[config.mk]
export PLATFORM = sky130hd
export DESIGN_NAME = misaligned_access_ctrl
export DESIGN_NICKNAME = d
export VERILOG_FILES = /design/src/rtl/misalign_pkg.sv /design/src/rtl/misalign_lane_shift.sv /design/src/rtl/misaligned_access_ctrl.sv
export SDC_FILE = /design/constraint.sdc
export NUM_CORES = 1
export LEC_CHECK = 0
export CAP_MARGIN = 20
export CORE_UTILIZATION = 39
export CTS_CLUSTER_DIAMETER = 120
export DETAILED_ROUTE_END_ITERATION = 8
export HOLD_SLACK_MARGIN = 0.12
export PLACE_DENSITY = 0.71
export SLEW_MARGIN = 20
export SYNTH_ARGS = -nofsm -noshare
export SYNTH_HDL_FRONTEND = slang
export SYNTH_SLANG_ARGS = --single-unit
[constraint.sdc]
create_clock -name clk -period 5.32 [get_ports clk]
set_input_delay 0.532 -clock clk [delete_from_list [all_inputs] [get_ports clk]]
set_output_delay 0.532 -clock clk [all_outputs]
set_load 0.1 [all_outputs]
[src/rtl/misalign_pkg.sv]
// Shared types and lane helpers for the misaligned access sequencer.
// Provides the sequencer state enum, lane geometry and the word-crossing test.
package misalign_pkg;

    localparam int BYTES_PER_WORD = 4;
    localparam int OFF_W          = 2;

    typedef enum logic [1:0] {
        IDLE,
        ACC_LO,
        ACC_HI,
        DONE
    } state_t;

    // True when the enables, moved to their lanes, spill into the next word.
    function automatic logic crosses_word(
        input logic [BYTES_PER_WORD-1:0] be,
        input logic [OFF_W-1:0]          off
    );
        logic [2*BYTES_PER_WORD-1:0] e;
        e = {{BYTES_PER_WORD{1'b0}}, be} << off;
        return |e[2*BYTES_PER_WORD-1:BYTES_PER_WORD];
    endfunction

endpackage

[src/rtl/misalign_lane_shift.sv]
// Combinational lane maths: moves enables/write data up by the byte offset
// across a two-word window and merges two read words back to CPU alignment.
// Ports: off, be, wdata, lo_rdata, hi_rdata in; ext_be, ext_wd, rdata out.
module misalign_lane_shift
    import misalign_pkg::*;
#(
    parameter int DATA_W = 32
) (
    input  logic [OFF_W-1:0]            off,
    input  logic [BYTES_PER_WORD-1:0]   be,
    input  logic [DATA_W-1:0]           wdata,
    input  logic [DATA_W-1:0]           lo_rdata,
    input  logic [DATA_W-1:0]           hi_rdata,
    output logic [2*BYTES_PER_WORD-1:0] ext_be,
    output logic [2*DATA_W-1:0]         ext_wd,
    output logic [DATA_W-1:0]           rdata
);

    logic [4:0]        bit_sh;
    logic [DATA_W-1:0] shifted;
    logic [DATA_W-1:0] lane_mask;

    always_comb begin
        bit_sh    = {off, 3'b000};
        ext_be    = {{BYTES_PER_WORD{1'b0}}, be} << off;
        ext_wd    = {{DATA_W{1'b0}}, wdata} << bit_sh;
        shifted   = DATA_W'({hi_rdata, lo_rdata} >> bit_sh);
        lane_mask = '0;
        for (int i = 0; i < BYTES_PER_WORD; i++) begin
            lane_mask[8*i +: 8] = {8{be[i]}};
        end
        // Lanes the CPU did not ask for read back as zero.
        rdata = shifted & lane_mask;
    end

endmodule

[src/rtl/misaligned_access_ctrl.sv]
// Splits CPU data accesses that straddle a word into two aligned cache
// accesses and returns one merged response. Optional: MISALIGN_STATS_EN
// adds split_count. Ports: clk, rst_n, cpu_* request/response, cache_* port.
module misaligned_access_ctrl
    import misalign_pkg::*;
#(
    parameter int ADDR_W = 32,
    parameter int DATA_W = 32
) (
    input  logic                      clk,
    input  logic                      rst_n,
    input  logic                      cpu_read,
    input  logic                      cpu_write,
    input  logic [ADDR_W-1:0]         cpu_address,
    input  logic [DATA_W-1:0]         cpu_wdata,
    input  logic [BYTES_PER_WORD-1:0] cpu_byte_enable,
    output logic [DATA_W-1:0]         cpu_rdata,
    output logic                      cpu_resp,
    output logic                      cache_read,
    output logic                      cache_write,
    output logic [ADDR_W-1:0]         cache_address,
    output logic [DATA_W-1:0]         cache_wdata,
    output logic [BYTES_PER_WORD-1:0] cache_byte_enable,
    input  logic [DATA_W-1:0]         cache_rdata,
    input  logic                      cache_resp
`ifdef MISALIGN_STATS_EN
    ,
    output logic [31:0]               split_count
`endif
);

    state_t                      state_q;
    logic [ADDR_W-1:0]           addr_q;
    logic [DATA_W-1:0]           wdata_q;
    logic [BYTES_PER_WORD-1:0]   be_q;
    logic                        rd_q;
    logic [DATA_W-1:0]           lo_q;

    logic [OFF_W-1:0]            off_s;
    logic [BYTES_PER_WORD-1:0]   be_s;
    logic [DATA_W-1:0]           wd_s;
    logic [DATA_W-1:0]           lo_in;
    logic [DATA_W-1:0]           hi_in;
    logic [2*BYTES_PER_WORD-1:0] ext_be;
    logic [2*DATA_W-1:0]         ext_wd;
    logic [DATA_W-1:0]           merged;
    logic [ADDR_W-3:0]           word_nxt;
    logic                        split;

    // In IDLE the shifter sees the live request so the first cache
    // access can be registered on the accept edge.
    always_comb begin
        if (state_q == IDLE) begin
            off_s = cpu_address[OFF_W-1:0];
            be_s  = cpu_byte_enable;
            wd_s  = cpu_wdata;
        end else begin
            off_s = addr_q[OFF_W-1:0];
            be_s  = be_q;
            wd_s  = wdata_q;
        end
        lo_in    = (state_q == ACC_LO) ? cache_rdata : lo_q;
        hi_in    = (state_q == ACC_HI) ? cache_rdata : '0;
        word_nxt = addr_q[ADDR_W-1:2] + {{(ADDR_W-3){1'b0}}, 1'b1};
        split    = crosses_word(be_q, addr_q[OFF_W-1:0]);
    end

    misalign_lane_shift #(
        .DATA_W (DATA_W)
    ) u_lane_shift (
        .off      (off_s),
        .be       (be_s),
        .wdata    (wd_s),
        .lo_rdata (lo_in),
        .hi_rdata (hi_in),
        .ext_be   (ext_be),
        .ext_wd   (ext_wd),
        .rdata    (merged)
    );

    always_ff @(posedge clk or negedge rst_n) begin
        if (!rst_n) begin
            state_q           <= IDLE;
            addr_q            <= '0;
            wdata_q           <= '0;
            be_q              <= '0;
            rd_q              <= 1'b0;
            lo_q              <= '0;
            cpu_rdata         <= '0;
            cpu_resp          <= 1'b0;
            cache_read        <= 1'b0;
            cache_write       <= 1'b0;
            cache_address     <= '0;
            cache_wdata       <= '0;
            cache_byte_enable <= '0;
`ifdef MISALIGN_STATS_EN
            split_count       <= '0;
`endif
        end else begin
            cpu_resp <= 1'b0;
            unique case (state_q)
                IDLE: begin
                    if (cpu_read || cpu_write) begin
                        addr_q            <= cpu_address;
                        wdata_q           <= cpu_wdata;
                        be_q              <= cpu_byte_enable;
                        rd_q              <= cpu_read;
                        cache_read        <= cpu_read;
                        cache_write       <= !cpu_read;
                        cache_address     <= {cpu_address[ADDR_W-1:2], 2'b00};
                        cache_byte_enable <= ext_be[BYTES_PER_WORD-1:0];
                        cache_wdata       <= ext_wd[DATA_W-1:0];
                        state_q           <= ACC_LO;
                    end
                end
                ACC_LO: begin
                    if (cache_resp) begin
                        lo_q <= cache_rdata;
                        if (split) begin
                            cache_address     <= {word_nxt, 2'b00};
                            cache_byte_enable <= ext_be[2*BYTES_PER_WORD-1:BYTES_PER_WORD];
                            cache_wdata       <= ext_wd[2*DATA_W-1:DATA_W];
                            state_q           <= ACC_HI;
`ifdef MISALIGN_STATS_EN
                            if (split_count != 32'hFFFF_FFFF) begin
                                split_count <= split_count + 32'd1;
                            end
`endif
                        end else begin
                            cache_read  <= 1'b0;
                            cache_write <= 1'b0;
                            cpu_resp    <= 1'b1;
                            if (rd_q) begin
                                cpu_rdata <= merged;
                            end
                            state_q <= DONE;
                        end
                    end
                end
                ACC_HI: begin
                    if (cache_resp) begin
                        cache_read  <= 1'b0;
                        cache_write <= 1'b0;
                        cpu_resp    <= 1'b1;
                        if (rd_q) begin
                            cpu_rdata <= merged;
                        end
                        state_q <= DONE;
                    end
                end
                DONE: begin
                    state_q <= IDLE;
                end
            endcase
        end
    end

endmodule
# After elaboration in Yosys (flattened, before gate mapping)
# Index checks and enable logic that the tools add are counted.
op_classes:
  add_sub_neg: 1
  n_eq_ne: 8
  shifts: 4
  muxes: 38
  n_bitwise: 1
  reduce_logical: 13
op_table:
  columns: ["op", "count"]
  rows:
  - ["32-bit two-way mux", 13]
  - ["32-bit one-hot mux with 2 select lines", 3]
  - ["32-bit by 5-bit left shift with 64-bit output", 1]
  - ["64-bit by 5-bit right shift with 32-bit output", 1]
  - ["32-bit AND", 1]
  - ["30-bit by 1-bit adder with 30-bit output, second input constant", 1]
  - ["4-bit two-way mux", 4]
  - ["4-bit by 2-bit left shift with 8-bit output", 2]
  - ["1-bit two-way mux", 9]
  - ["2-bit two-way mux", 4]
  - ["2-bit inequality test, second input constant", 4]
  - ["2-bit one-hot mux with 4 select lines", 1]
  - ["4-bit one-hot mux with 2 select lines", 1]
  - ["4-bit AND reduction", 2]
  - ["1-bit one-hot mux with 3 select lines", 2]
  - ["5-bit AND reduction", 1]
  - ["2-bit == test, second input constant", 2]
  - ["2-bit AND reduction", 2]
  - ["2-bit nonzero test", 2]
  - ["4-bit OR reduction", 1]
  - ["3-bit AND reduction", 1]
  - ["3-bit nonzero test", 1]
  - ["2-bit by 1-bit == test with 1-bit output, second input constant", 1]
  - ["2-bit logical NOT", 1]
  - ["4 further kinds", 4]
word_totals:
  register_bits: 206
  inputBits: 105
  output_inout_bits: 103

# Longest topological paths before layout
logic_depth:
  word_depth: 8
  ltp_mapped: 11
  depth_no_buf: 7

# Cells and area by module
# From an unflattened synthesis, not the netlist that was laid out.
hier_totals:
  hier_cells: 1047
  hier_area_um2: 11692.5
modules_own_cells:
  columns: ["mod", "n_inst", "cells_per_inst", "area_per_inst_um2", "seq_area_each_um2"]
  rows:
  - ["misaligned_access_ctrl", 1, 823, 9885.7, 5104.9]
  - ["misalign_lane_shift", 1, 224, 1806.7, 0.0]

# Least setup slack after synthesis
# Ideal clock, no wire load.
synth_timing:
  path_kind: "register -> register"
  start: "register state_q[0]"
  end: "register addr_q[10]"
  setup_ns: 0.125
  t_arrival_ns: 1.906
  setup_slack_ns: 3.289
  path_stages_with_launch: 9
  period_less_slack_ns: 2.031
  path_cell_list: "dfrtp_1 inv_1 ha_1 buf_6 buf_6 o21ai_1 buf_2 buf_2 mux2_2"
synth_via:
  elab_chain_cells: 2
synth_rtl:
  columns: ["element", "line_no", "source"]
  rows:
  - ["start: declaration", "misaligned_access_ctrl.sv:32", "state_t state_q;"]
  - ["start signal: assignment", "misaligned_access_ctrl.sv:83", "state_q <= IDLE;"]
  - ["start signal: assignment", "misaligned_access_ctrl.sv:113", "state_q <= ACC_LO;"]
  - ["start signal: assignment", "misaligned_access_ctrl.sv:123", "state_q <= ACC_HI;"]
  - ["2-bit logical NOT", "misaligned_access_ctrl.sv:101", "unique case (state_q)"]
  - ["2-bit AND reduction (no line)", null, null]
  - ["end signal: assignment", "misaligned_access_ctrl.sv:104", "addr_q <= cpu_address;"]
  - ["end: declaration", "misaligned_access_ctrl.sv:33", "logic [ADDR_W-1:0] addr_q;"]
# No other way between the ends.
# A chain may end at the register's enable or synchronous reset.

# Worst setup path after layout
layout_timing:
  start: "register state_q[0]"
  end: "register cpu_rdata[22]"
layout_via:
  elab_chain_cells: 8
  word_cells_on_any_way: 19
layout_rtl:
  columns: ["element", "line_no", "source"]
  rows:
  - ["2-bit by 1-bit == test with 1-bit output, or another cell as far along", "misaligned_access_ctrl.sv:62, misaligned_access_ctrl.sv:101", null]
  - ["32-bit two-way mux, or another cell as far along", "misaligned_access_ctrl.sv:62", "lo_in = (state_q == ACC_LO) ? cache_rdata : lo_q;"]
  - ["64-bit by 5-bit right shift with 32-bit output", "misalign_lane_shift.sv:27", "shifted = DATA_W'({hi_rdata, lo_rdata} >> bit_sh);"]
  - ["32-bit AND", "misalign_lane_shift.sv:33", "rdata = shifted & lane_mask;"]
  - ["32-bit two-way mux", "misaligned_access_ctrl.sv:133, misaligned_access_ctrl.sv:145", null]
  - ["32-bit two-way mux", "misaligned_access_ctrl.sv:119", "if (split) begin"]
  - ["32-bit two-way mux", "misaligned_access_ctrl.sv:117", "if (cache_resp) begin"]
  - ["32-bit one-hot mux with 2 select lines", "misaligned_access_ctrl.sv:101", null]
  - ["end signal: assignment", "misaligned_access_ctrl.sv:134", "cpu_rdata <= merged;"]
  - ["end signal: assignment", "misaligned_access_ctrl.sv:146", "cpu_rdata <= merged;"]
  - ["end: declaration", "misaligned_access_ctrl.sv:17", "output logic [DATA_W-1:0] cpu_rdata,"]
# Parallel ways exist; a longest one is shown, timed or not. The select of a mux whose other input is x is not followed.

==> qor.txt <==
=================================================================================
Primary flip-flop cell chosen by synthesis mapping                   sky130_fd_sc_hd__dfrtp_1
Synthesized area divided by synthesized cell count                      10.7 um^2
Core area                                                             28,100 um^2
Filler Cells Inserted                                                       2,496
Post-CTS Repair Setup Buffers                                                   0
Critical-path top delay cell                                         sky130_fd_sc_hd__mux2_4
Clock sink total                                                              204
Number of top-level pins                                                      208
Startpoint types                                                        flip-flop
Die extent in x                                                            172 um
Data required time at the worst endpoint                                  5720 ps
Post-cts resize count                                                           0
Synthesis-to-layout area growth                                             27.7%
GRT Resource Usage Total                                                    22.1%
CTS Buffer Depth                                                                3
CTS tree                                                                    built
Placed cells                                                                1,568
Placer's final routability congestion estimate                              0.932
Number of nets in the finished design                                       1,327
Post-synth ARST share                                                        100%
Clock latency on the worst-skew pair                                       530 ps
Maximum frequency from static timing analysis                             293 MHz
DR vias/cell                                                                 5.60
Number of antenna-violating nets in the routed design                           0
Endpoint class of the critical path                                     flip-flop
CTS buffer count                                                               24
Highest-count cells in the layout ignoring fill and taps             sky130_fd_sc_hd__dfrtp_1 (204), sky130_fd_sc_hd__clkdlybuf4s50_1 (204), sky130_fd_sc_hd__mux2_2 (137)
DRT iter0 DRCs                                                                653
Number of levels in the clock H-tree                                            1
Sum of overflow across all layers after global routing                          0
Critical path class                                                  flip-flop to flip-flop
Clock slew seen by the registers of the worst setup and hold paths          60 ps
Max-slew violation total from the final report                                  0
Post-Layout Cell Count                                                      1,614
Starting utilization of the core area                                       40.1%
Worst r2r src                                                        state_q[0]$_DFFE_PN0P_
Max capacitance violation total                                                 0
Synthesized instance count                                                  1,048
Setup tns final                                                              0 ps
Post-synthesis sequential area ratio                                        45.4%
Largest net degree at the start of global routing                             104
Post-route clock skew                                                     25.0 ps
Wire length of the first global-routing pass                            50,700 um
Via count of the first global-routing pass                                  8,997
Part of the cycle the worst path needs                                      64.2%
Stage delay of the slowest cell on the critical path                       650 ps
Kind of path behind the tightest hold check                          input pin to async pin
Setup crit start                                                     state_q[0]$_DFFE_PN0P_
Fraction of layout cells with a size suffix above 1                         17.0%
Synthesized cell area                                                 11,300 um^2
Number of detailed-routing iterations run before antenna repair                 7
Result of the run                                                    finished clean
CP Buf/Inv Count                                                                2
Total area of multi-input combinational cells                           5750 um^2
Unique cell type count in the Yosys netlist                                    56
Number of hold violations in the final report                                   0
Period minus WS final                                                     3410 ps
Cell taking the most area after synthesis                            sky130_fd_sc_hd__dfrtp_1
Worst Reg-to-Reg Cells                                                          8
Antenna violations before repair                                                3
Worst r2r dst                                                        cpu_rdata[22]$_DFFE_PN0P_
Average wire per standard cell                                            20.1 um
Number of remaining DRC errors                                                  0
Count of endpoints failing setup in the final report                            0
Largest cells by area after synthesis                                sky130_fd_sc_hd__dfrtp_1 (45%), sky130_fd_sc_hd__mux2_2 (14%), sky130_fd_sc_hd__mux2i_1 (9.1%)
Levels on crit path                                                             8
Count of input and output buffers                                             205
Share of the synthesized area in the top cell type                          45.4%
Top fanout value on the critical path                                          43
Reg2Reg Setup Slack                                                       1910 ps
Critical Path Sink                                                   cpu_rdata[22]$_DFFE_PN0P_
DIE AREA                                                              29,500 um^2
Site row count                                                                 61
CP arrival                                                                3810 ps
Final wirelength                                                        32,400 um
Transition time at the pin with the least slew margin                     1050 ps
Largest delay contributor family on the critical path                multiplexers
Register bit count reported by yosys                                          204
Vertical die dimension                                                     172 um
Count of yosys warnings during synthesis                                        0
Count of vias placed by the detailed router                                 9,034
Footprint of the flip-flops and latches                                 5100 um^2
Count of hold buffers inserted by post-cts repair                               0
Critical path, cell by cell                                          inv_1 -> ha_2 -> buf_4 -> mux2_4 -> mux4_2 -> nand2_1 -> o21ai_1 -> a22o_1
HPWL after DPL                                                          22,500 um
Root buffer cell                                                     sky130_fd_sc_hd__clkbuf_16
Number of flops mapped to enable cells by yosys                                 0
Setup repair after global routing missed its margin                         false
Worst slew slack as a fraction of its limit                                 28.2%
=================================================================================
-- worst min-delay path by stage --
stage                               endpoint                      start  cells after the start
2_1_floorplan          addr_q[0]$_DFFE_PN0P_                      rst_n                      0
3_3_place_gp       cpu_rdata[31]$_DFFE_PN0P_  cpu_rdata[31]$_DFFE_PN0P_                      2
3_5_place_dp       cpu_rdata[24]$_DFFE_PN0P_  cpu_rdata[24]$_DFFE_PN0P_                      2
4_1_cts                addr_q[7]$_DFFE_PN0P_                      rst_n                      1
5_1_grt        cache_address[11]$_DFFE_PN0P_                      rst_n                      1
6_report       cache_address[11]$_DFFE_PN0P_                      rst_n                      1
-- per-stage QoR --
step	utilization, %	area [um^2]	setup slack (ps)	hold slack [ps]
after floorplan	-	11300	3290	236
after global placement	48.1	13500	2050	465
after detailed placement	48.1	13500	1970	471
after CTS	51.1	14300	1920	171
after global routing	51.2	14400	1730	188
final	51.2	14400	1910	104
-- layer usage --
layer,wire length [um],track usage [%],vias up
li1,-,-,4179
met1,14700,31.7,4483
met2,14700,34.0,325
met3,2270,3.62,45
met4,797,7.04,2
met5,13,0,-
-- cells in the mapped netlist (2+ instances only) --
| library cell | count |
|---|---|
| sky130_fd_sc_hd__o21ai_0 | 49 |
| sky130_fd_sc_hd__ha_1 | 5 |
| sky130_fd_sc_hd__nor3_2 | 2 |
| sky130_fd_sc_hd__a221oi_1 | 8 |
| sky130_fd_sc_hd__and2_1 | 9 |
| sky130_fd_sc_hd__o31ai_1 | 16 |
| sky130_fd_sc_hd__nand2_1 | 129 |
| sky130_fd_sc_hd__buf_1 | 3 |
| sky130_fd_sc_hd__o21a_1 | 9 |
| sky130_fd_sc_hd__a31oi_1 | 8 |
| sky130_fd_sc_hd__and3_1 | 11 |
| sky130_fd_sc_hd__nand3_1 | 24 |
| sky130_fd_sc_hd__nor4_2 | 2 |
| sky130_fd_sc_hd__nor2_1 | 41 |
| sky130_fd_sc_hd__nor2b_1 | 4 |
| sky130_fd_sc_hd__mux4_2 | 2 |
| sky130_fd_sc_hd__nand2b_1 | 2 |
| sky130_fd_sc_hd__nand4_1 | 7 |
| sky130_fd_sc_hd__nor3_1 | 7 |
| sky130_fd_sc_hd__a21oi_1 | 42 |
| sky130_fd_sc_hd__a22oi_1 | 9 |
| sky130_fd_sc_hd__o211ai_1 | 10 |
| sky130_fd_sc_hd__buf_4 | 9 |
| sky130_fd_sc_hd__a211oi_1 | 10 |
| sky130_fd_sc_hd__xor2_1 | 22 |
| sky130_fd_sc_hd__clkbuf_1 | 16 |
| sky130_fd_sc_hd__o311ai_1 | 7 |
| sky130_fd_sc_hd__o22ai_1 | 7 |
| sky130_fd_sc_hd__or3_1 | 2 |
| sky130_fd_sc_hd__o21ai_1 | 4 |
| sky130_fd_sc_hd__a21o_1 | 2 |
| sky130_fd_sc_hd__a22o_1 | 24 |
| sky130_fd_sc_hd__buf_6 | 7 |
| sky130_fd_sc_hd__inv_1 | 8 |
| sky130_fd_sc_hd__nand4_2 | 2 |
| sky130_fd_sc_hd__o211a_1 | 2 |
| sky130_fd_sc_hd__o221ai_1 | 9 |
| sky130_fd_sc_hd__dfrtp_1 | 204 |
| sky130_fd_sc_hd__a221o_1 | 7 |
| sky130_fd_sc_hd__xnor2_1 | 5 |
| sky130_fd_sc_hd__mux2_2 | 137 |
| sky130_fd_sc_hd__mux2i_1 | 102 |
| sky130_fd_sc_hd__nand3b_1 | 9 |
| sky130_fd_sc_hd__buf_2 | 42 |
-- cell type report --
class / instances / area share (%)
clock inverters: 10 / 1.01
diodes: 3 / 0.0522
multi-input cells: 759 / 40.0
inverters: 9 / 0.235
flip-flops and latches: 204 / 35.5
repair buffers: 219 / 15.2
well taps: 378 / 3.29
clock buffers: 32 / 4.74
-- flip-flops by register name, indices dropped and copies added, names as in the netlist --
| signal | count |
|---|---|
| addr_q | 32 |
| be_q | 4 |
| cache_address | 30 |
| cache_byte_enable | 4 |
| cache_read | 1 |
| cache_wdata | 32 |
| cache_write | 1 |
| cpu_rdata | 32 |
| cpu_resp | 1 |
| lo_q | 32 |
| rd_q | 1 |
| state_q | 2 |
| wdata_q | 32 |
-- worst register-to-register path, delay by kind of cell (launching register included) --
kind | cells | cell delay [ps]
adder cells (fa/ha/maj) | 1 | 530
flip-flops | 1 | 440
buffers and inverters | 2 | 700
AO/OA/AOI/OAI | 2 | 270
AND/OR/NAND/NOR | 1 | 80
multiplexers | 2 | 1270
-- kinds of logic (layout without fill, tap and decap cells) --
kind of cell	Yosys count	count (layout)	synth area share, %
compound gates	227	227	13.7
xor+xnor	27	27	2.10
simple gates	255	255	10.6
flops	204	204	45.4
mux	243	243	23.5
buf+inv	86	270	4.10
fa+ha+maj	5	5	0.556
other cells	1	5	0.0333
Power is left out: the tool's default activity adds up to more than one toggle a clock period on the data nets, which glitch-free logic cannot reach.
